<file path="config.mk">
export PLATFORM = sky130hd
export DESIGN_NAME = conv_pool2x2
export DESIGN_NICKNAME = d
export VERILOG_FILES = /design/src/rtl/conv_pool2x2.sv
export SDC_FILE = /design/constraint.sdc
export NUM_CORES = 1
export LEC_CHECK = 0
export BUFFER_PORTS_ARGS = -buffer_cell sky130_fd_sc_hd__buf_2
export CAP_MARGIN = 30
export CORE_MARGIN = 1
export CORE_UTILIZATION = 30
export DETAILED_ROUTE_END_ITERATION = 8
export GPL_ROUTABILITY_DRIVEN = 0
export GPL_TIMING_DRIVEN = 0
export PLACE_DENSITY = 0.55
export SYNTH_ARGS = -nofsm -noshare
export SYNTH_HDL_FRONTEND = slang
export SYNTH_SLANG_ARGS = --single-unit
</file>
<file path="constraint.sdc">
create_clock -name clk -period 5.3 [get_ports clk]
set_input_delay 0.265 -clock clk [delete_from_list [all_inputs] [get_ports clk]]
set_output_delay 0.265 -clock clk [all_outputs]
set_load 0.03 [all_outputs]
</file>
<file path="src/rtl/conv_pool2x2.sv">
// conv_pool2x2: streaming 2x2 stride-2 pooling (max or average) with optional
// ReLU, fed by a raster-order stream of signed convolution results. Only a
// half-row of partial window values is stored, never a full frame.
module conv_pool2x2 #(
    parameter int DW = 16,
    parameter int W  = 4,
    parameter int H  = 4
) (
    input  logic                 clk,
    input  logic                 rst_n,
    input  logic                 in_valid,
    input  logic signed [DW-1:0] in_data,
    input  logic                 pool_mode,
    input  logic                 relu_en,
    output logic                 out_valid,
    output logic signed [DW-1:0] out_data,
    output logic                 frame_done
);

    // Two guard bits let a four-sample sum never overflow.
    localparam int SW = DW + 2;
    localparam int CW = $clog2(W);
    localparam int RW = $clog2(H);
    localparam int HW = (W > 2) ? $clog2(W / 2) : 1;

    typedef enum logic {
        IDLE,
        ACC
    } state_t;

    state_t                state_q, state_d;
    logic [CW-1:0]         col_q, col_d;
    logic [RW-1:0]         row_q, row_d;
    logic                  mode_q, mode_d;
    logic                  relu_q, relu_d;
    logic signed [SW-1:0]  buf_q [W/2];
    logic signed [SW-1:0]  buf_d [W/2];
    logic                  out_valid_q, out_valid_d;
    logic signed [DW-1:0]  out_data_q, out_data_d;
    logic                  frame_done_q, frame_done_d;

    logic [HW-1:0]         buf_idx;
    logic                  eff_mode;
    logic                  eff_relu;
    logic signed [SW-1:0]  x_ext;
    logic signed [SW-1:0]  entry;
    logic signed [SW-1:0]  folded;
    logic signed [SW-1:0]  avg_ext;
    logic signed [DW-1:0]  pool_res;
    logic signed [DW-1:0]  final_res;

    // The first beat of a frame uses the live mode inputs; later beats use
    // the values latched on that first beat.
    assign eff_mode = (state_q == IDLE) ? pool_mode : mode_q;
    assign eff_relu = (state_q == IDLE) ? relu_en   : relu_q;
    assign buf_idx  = HW'(col_q >> 1);
    assign x_ext    = SW'(in_data);
    assign entry    = buf_q[buf_idx];

    // Fold the incoming sample into the window's partial value and form the
    // pooled result used when this beat completes a window.
    always_comb begin
        if (eff_mode) begin
            folded = entry + x_ext;
        end else begin
            folded = (x_ext > entry) ? x_ext : entry;
        end
        avg_ext   = folded >>> 2;
        pool_res  = eff_mode ? avg_ext[DW-1:0] : folded[DW-1:0];
        final_res = (eff_relu && pool_res < 0) ? '0 : pool_res;
    end

    // Next-state, counters, partial buffer and registered output.
    // NOTE: every signal written here gets a default first so no latch is inferred.
    always_comb begin
        state_d      = state_q;
        col_d        = col_q;
        row_d        = row_q;
        mode_d       = mode_q;
        relu_d       = relu_q;
        buf_d        = buf_q;
        out_valid_d  = 1'b0;
        out_data_d   = '0;
        frame_done_d = 1'b0;

        if (in_valid) begin
            if (state_q == IDLE) begin
                mode_d  = pool_mode;
                relu_d  = relu_en;
                state_d = ACC;
            end

            if (!row_q[0] && !col_q[0]) begin
                buf_d[buf_idx] = x_ext;
            end else if (row_q[0] && col_q[0]) begin
                out_valid_d = 1'b1;
                out_data_d  = final_res;
            end else begin
                buf_d[buf_idx] = folded;
            end

            if (col_q == CW'(W - 1)) begin
                col_d = '0;
                if (row_q == RW'(H - 1)) begin
                    row_d        = '0;
                    state_d      = IDLE;
                    frame_done_d = 1'b1;
                end else begin
                    row_d = row_q + RW'(1);
                end
            end else begin
                col_d = col_q + CW'(1);
            end
        end
    end

    // State and datapath registers with asynchronous reset.
    // NOTE: sequential state uses non-blocking assignments so all flops update together.
    always_ff @(posedge clk or negedge rst_n) begin
        if (!rst_n) begin
            state_q      <= IDLE;
            col_q        <= '0;
            row_q        <= '0;
            mode_q       <= 1'b0;
            relu_q       <= 1'b0;
            out_valid_q  <= 1'b0;
            out_data_q   <= '0;
            frame_done_q <= 1'b0;
            // NOTE: the partial buffer is only W/2 entries, so clearing it on reset is cheap
            // and guarantees no stale partial data survives an aborted frame.
            for (int i = 0; i < W / 2; i++) begin
                buf_q[i] <= '0;
            end
        end else begin
            state_q      <= state_d;
            col_q        <= col_d;
            row_q        <= row_d;
            mode_q       <= mode_d;
            relu_q       <= relu_d;
            out_valid_q  <= out_valid_d;
            out_data_q   <= out_data_d;
            frame_done_q <= frame_done_d;
            for (int i = 0; i < W / 2; i++) begin
                buf_q[i] <= buf_d[i];
            end
        end
    end

    assign out_valid  = out_valid_q;
    assign out_data   = out_data_q;
    assign frame_done = frame_done_q;

endmodule

</file>
==> qor.csv <==
metric;value;unit
synthesized area per cell;8.908;um2
number of setup buffers added after CTS;0;
master cell of the clock root buffer;sky130_fd_sc_hd__clkbuf_16;
part of the Yosys area used for sequential elements;32.96;%
via count of the first global-routing pass;3899;
Initial Utilization;30.58;%
clock latency of the later-clocked register in the worst-skew pair;0.35;ns
worst min-delay path category;primary input to register;
cell chain of the critical path;clkbuf_1, buf_1, mux2_2, inv_1, ha_1, clkbuf_1, o21ai_0, nor2_1, a2111o_1, a211oi_4, or2_4, buf_8, buf_4, o211ai_1, a211oi_1;
summed area of non-filler cells in the final layout;0.005381;mm2
Util after Layout;35.53;%
number of buffers inserted during clock tree synthesis;9;
period utilisation layout;90.95;%
starting DRC count in detailed routing;338;
ys async rst share;100.0;%
Post-synth EDFFs;0;
clk sinks;61;
routed length on met1;6.147;mm
post-synthesis instance area;0.004632;mm2
Yosys top cell by area;sky130_fd_sc_hd__dfrtp_1;
Post-Route Setup TNS;0;ns
wire length of the first global-routing pass;21.22;mm
WP data arrival;5.04;ns
via count of the routed design;4098;
cts repair resizes;0;
largest net degree at the start of global routing;41;
family of cells with the greatest summed delay on the critical path;buffers and inverters;
Crit Path Class;register to register;
overall die area;0.01594;mm2
core area;0.01515;mm2
required time at the endpoint of the critical path;5.52;ns
clock tree from TritonCTS;done;
Max-Cap Viols;0;
most used standard cells in the synthesized netlist;sky130_fd_sc_hd__dfrtp_1, sky130_fd_sc_hd__nor2_1, sky130_fd_sc_hd__nand2_1, sky130_fd_sc_hd__ha_1, sky130_fd_sc_hd__inv_1;
ratio of cells with drive above 1 in the final layout;19.10;%
aggregate routed wire length;13.23;mm
count of nets left with antenna violations after detail routing;0;
transition time at the pin with the least slew margin;0.8624;ns
number of distinct standard cells referenced by the synthesized netlist;62;
top post-synthesis cells by area;sky130_fd_sc_hd__dfrtp_1, sky130_fd_sc_hd__ha_1, sky130_fd_sc_hd__mux2_2;
endpoint kind of the worst setup timing path;register;
number of optimization iterations in the first detailed-route pass;5;
WL met2;5.988;mm
HPWL after DPL;9.784;mm
top-count cell post-synth;sky130_fd_sc_hd__dfrtp_1;
detailed-route wire length per cell;17.32;um
top achievable clock speed;207.4;MHz
number of port buffers;38;
filler cell count;1553;
count of yosys warnings during synthesis;0;
result of the run;complete, no violations;
total of endpoints with negative setup slack in the final report;0;
drc violations;0;
area share of the largest cell type after synthesis;32.96;%
CTS clk-pin slew, worst paths;0.06;ns
# IOs;39;
Clock Tree Buf Depth;2;
slowest cell on the critical path;sky130_fd_sc_hd__buf_1;
number of levels in the clock H-tree;3;
final non-filler cell total;764;
total global routing track utilization;17.56;%
total nets after synthesis;580;
largest fanout of any net on the critical path;10;
crit-path max cell delay;0.68;ns
fin crit period;4.820;ns
register bit count reported by yosys;61;
max-slew violations;0;
highest routing layer actually used;met4;
Net count, final;631;
RSZ-0062 raised after global routing;false;
most common cell type on the critical path;sky130_fd_sc_hd__clkbuf_1;
residual overflow from global routing;0;
commonest register cell after synthesis;sky130_fd_sc_hd__dfrtp_1;
Bufs and invs on worst path;6;
headroom to the max-slew limit;42.12;%
site row count;45;
number of vias per cell after detailed routing;5.364;
clk_skew;0.009764;ns
CP Launch Type;register;
number of antenna violations at the first check in global routing;0;
metal3 WL;800;um
overall die height;126.3;um
Gate Count Post-Synth;520;
Fin. Hold Viols;0;
post-detailed-placement cell area;0.005077;mm2
area growth from synthesis to final layout;16.18;%
Antenna Diode Count;0;
horizontal die dimension;126.3;um
# placed instances;747;
## final timing paths
check / startpoint / to / slack [ns] / depth (start not counted)
min: relu_en / relu_q / 0.18 / 2
min in group asynchronous: rst_n / out_data[8] / 0.45 / 2
min reg2reg: buf_q[18] / buf_q[18] / 0.47 / 2
max: col_q[1] / out_data[0] / 0.48 / 15
max in group asynchronous: rst_n / buf_q[16] / 4.23 / 3
max reg2reg: col_q[1] / out_data[0] / 0.48 / 15
## registers in the layout, indices dropped and copies added, names as in the netlist
name / cells
out_valid: 1
row_q: 2
frame_done: 1
state_q: 1
col_q: 2
mode_q: 1
buf_q: 36
out_data: 16
relu_q: 1
## stage by stage
stage | setup slack (ns) | hold WS, ns
detailed placement | 0.4757 | 0.2880
floorplan | 1.531 | -0.03059
global placement | 0.5084 | 0.4580
finish | 0.4795 | 0.1814
global route | 0.1581 | 0.1797
CTS | 0.4598 | 0.1687
## layout by cell type (no fill, tap or decap), types with 3 or more instances in the layout
master	netlist	final
sky130_fd_sc_hd__o31ai_1	16	16
sky130_fd_sc_hd__clkbuf_16	0	9
sky130_fd_sc_hd__o211ai_1	6	6
sky130_fd_sc_hd__a21oi_1	29	29
sky130_fd_sc_hd__mux2_2	23	23
sky130_fd_sc_hd__o21a_1	4	4
sky130_fd_sc_hd__nor2_2	6	6
sky130_fd_sc_hd__a2bb2oi_2	4	4
sky130_fd_sc_hd__nor4_1	3	3
sky130_fd_sc_hd__buf_2	2	40
sky130_fd_sc_hd__and3_1	3	3
sky130_fd_sc_hd__nand4_1	3	3
sky130_fd_sc_hd__nand3_1	5	5
sky130_fd_sc_hd__dfrtp_1	61	61
sky130_fd_sc_hd__a31oi_1	14	14
sky130_fd_sc_hd__buf_6	3	3
sky130_fd_sc_hd__a2111oi_1	4	4
sky130_fd_sc_hd__buf_1	3	3
sky130_fd_sc_hd__nor2b_1	6	6
sky130_fd_sc_hd__nor3_1	18	18
sky130_fd_sc_hd__mux2i_1	12	12
sky130_fd_sc_hd__inv_1	34	34
sky130_fd_sc_hd__nor2_1	59	59
sky130_fd_sc_hd__o21ai_0	26	26
sky130_fd_sc_hd__o22ai_1	3	3
sky130_fd_sc_hd__nand2_1	47	47
sky130_fd_sc_hd__nand2b_1	6	6
sky130_fd_sc_hd__ha_1	38	38
sky130_fd_sc_hd__clkbuf_1	21	23
sky130_fd_sc_hd__a211oi_1	6	6
sky130_fd_sc_hd__xnor2_1	11	11
## cell families after synthesis
group | Yosys count | synth area share (%)
flops | 61 | 32.96
xor+xnor | 13 | 2.458
compound gates | 142 | 23.20
mux | 35 | 8.185
buf+inv | 66 | 6.564
simple gates | 164 | 15.94
fa+ha+maj | 39 | 10.70
## final cells by class
class	count	area (um2)	share of cell area (%)
Inverter	34	127.6	2.372
Tap cell	188	235.2	4.371
Clock inverter	4	47.55	0.8835
Buffer	32	176.4	3.278
Timing Repair Buffer	40	220.2	4.092
Multi-Input combinational cell	393	2801	52.06
Clock buffer	12	246.5	4.580
Sequential cell	61	1526	28.37
## timing repair
action / 4_1_cts / 5_1_grt
endpoints found under the setup margin: 0 / 0
hold endpoints to repair: 21 / 0
hold buffers: 1 / 0
## worst reg2reg max path, stage by stage (launching register included)
cell,delay [ns]
sky130_fd_sc_hd__dfrtp_1,0.35
sky130_fd_sc_hd__clkbuf_1,0.36
sky130_fd_sc_hd__buf_1,0.68
sky130_fd_sc_hd__mux2_2,0.45
sky130_fd_sc_hd__inv_1,0.10
sky130_fd_sc_hd__ha_1,0.22
sky130_fd_sc_hd__clkbuf_1,0.19
sky130_fd_sc_hd__o21ai_0,0.19
sky130_fd_sc_hd__nor2_1,0.06
sky130_fd_sc_hd__a2111o_1,0.44
sky130_fd_sc_hd__a211oi_4,0.54
sky130_fd_sc_hd__or2_4,0.27
sky130_fd_sc_hd__buf_8,0.16
sky130_fd_sc_hd__buf_4,0.20
sky130_fd_sc_hd__o211ai_1,0.11
sky130_fd_sc_hd__a211oi_1,0.40
## metal layers
metal	track usage (%)	vias to the layer above
met4	8.363	0
li1	-	1948
met3	2.974	20
met1	23.81	2001
met2	27.10	129
met5	0	-
Power is left out: the tool's default activity adds up to more than one toggle a clock period on the data nets, which glitch-free logic cannot reach.
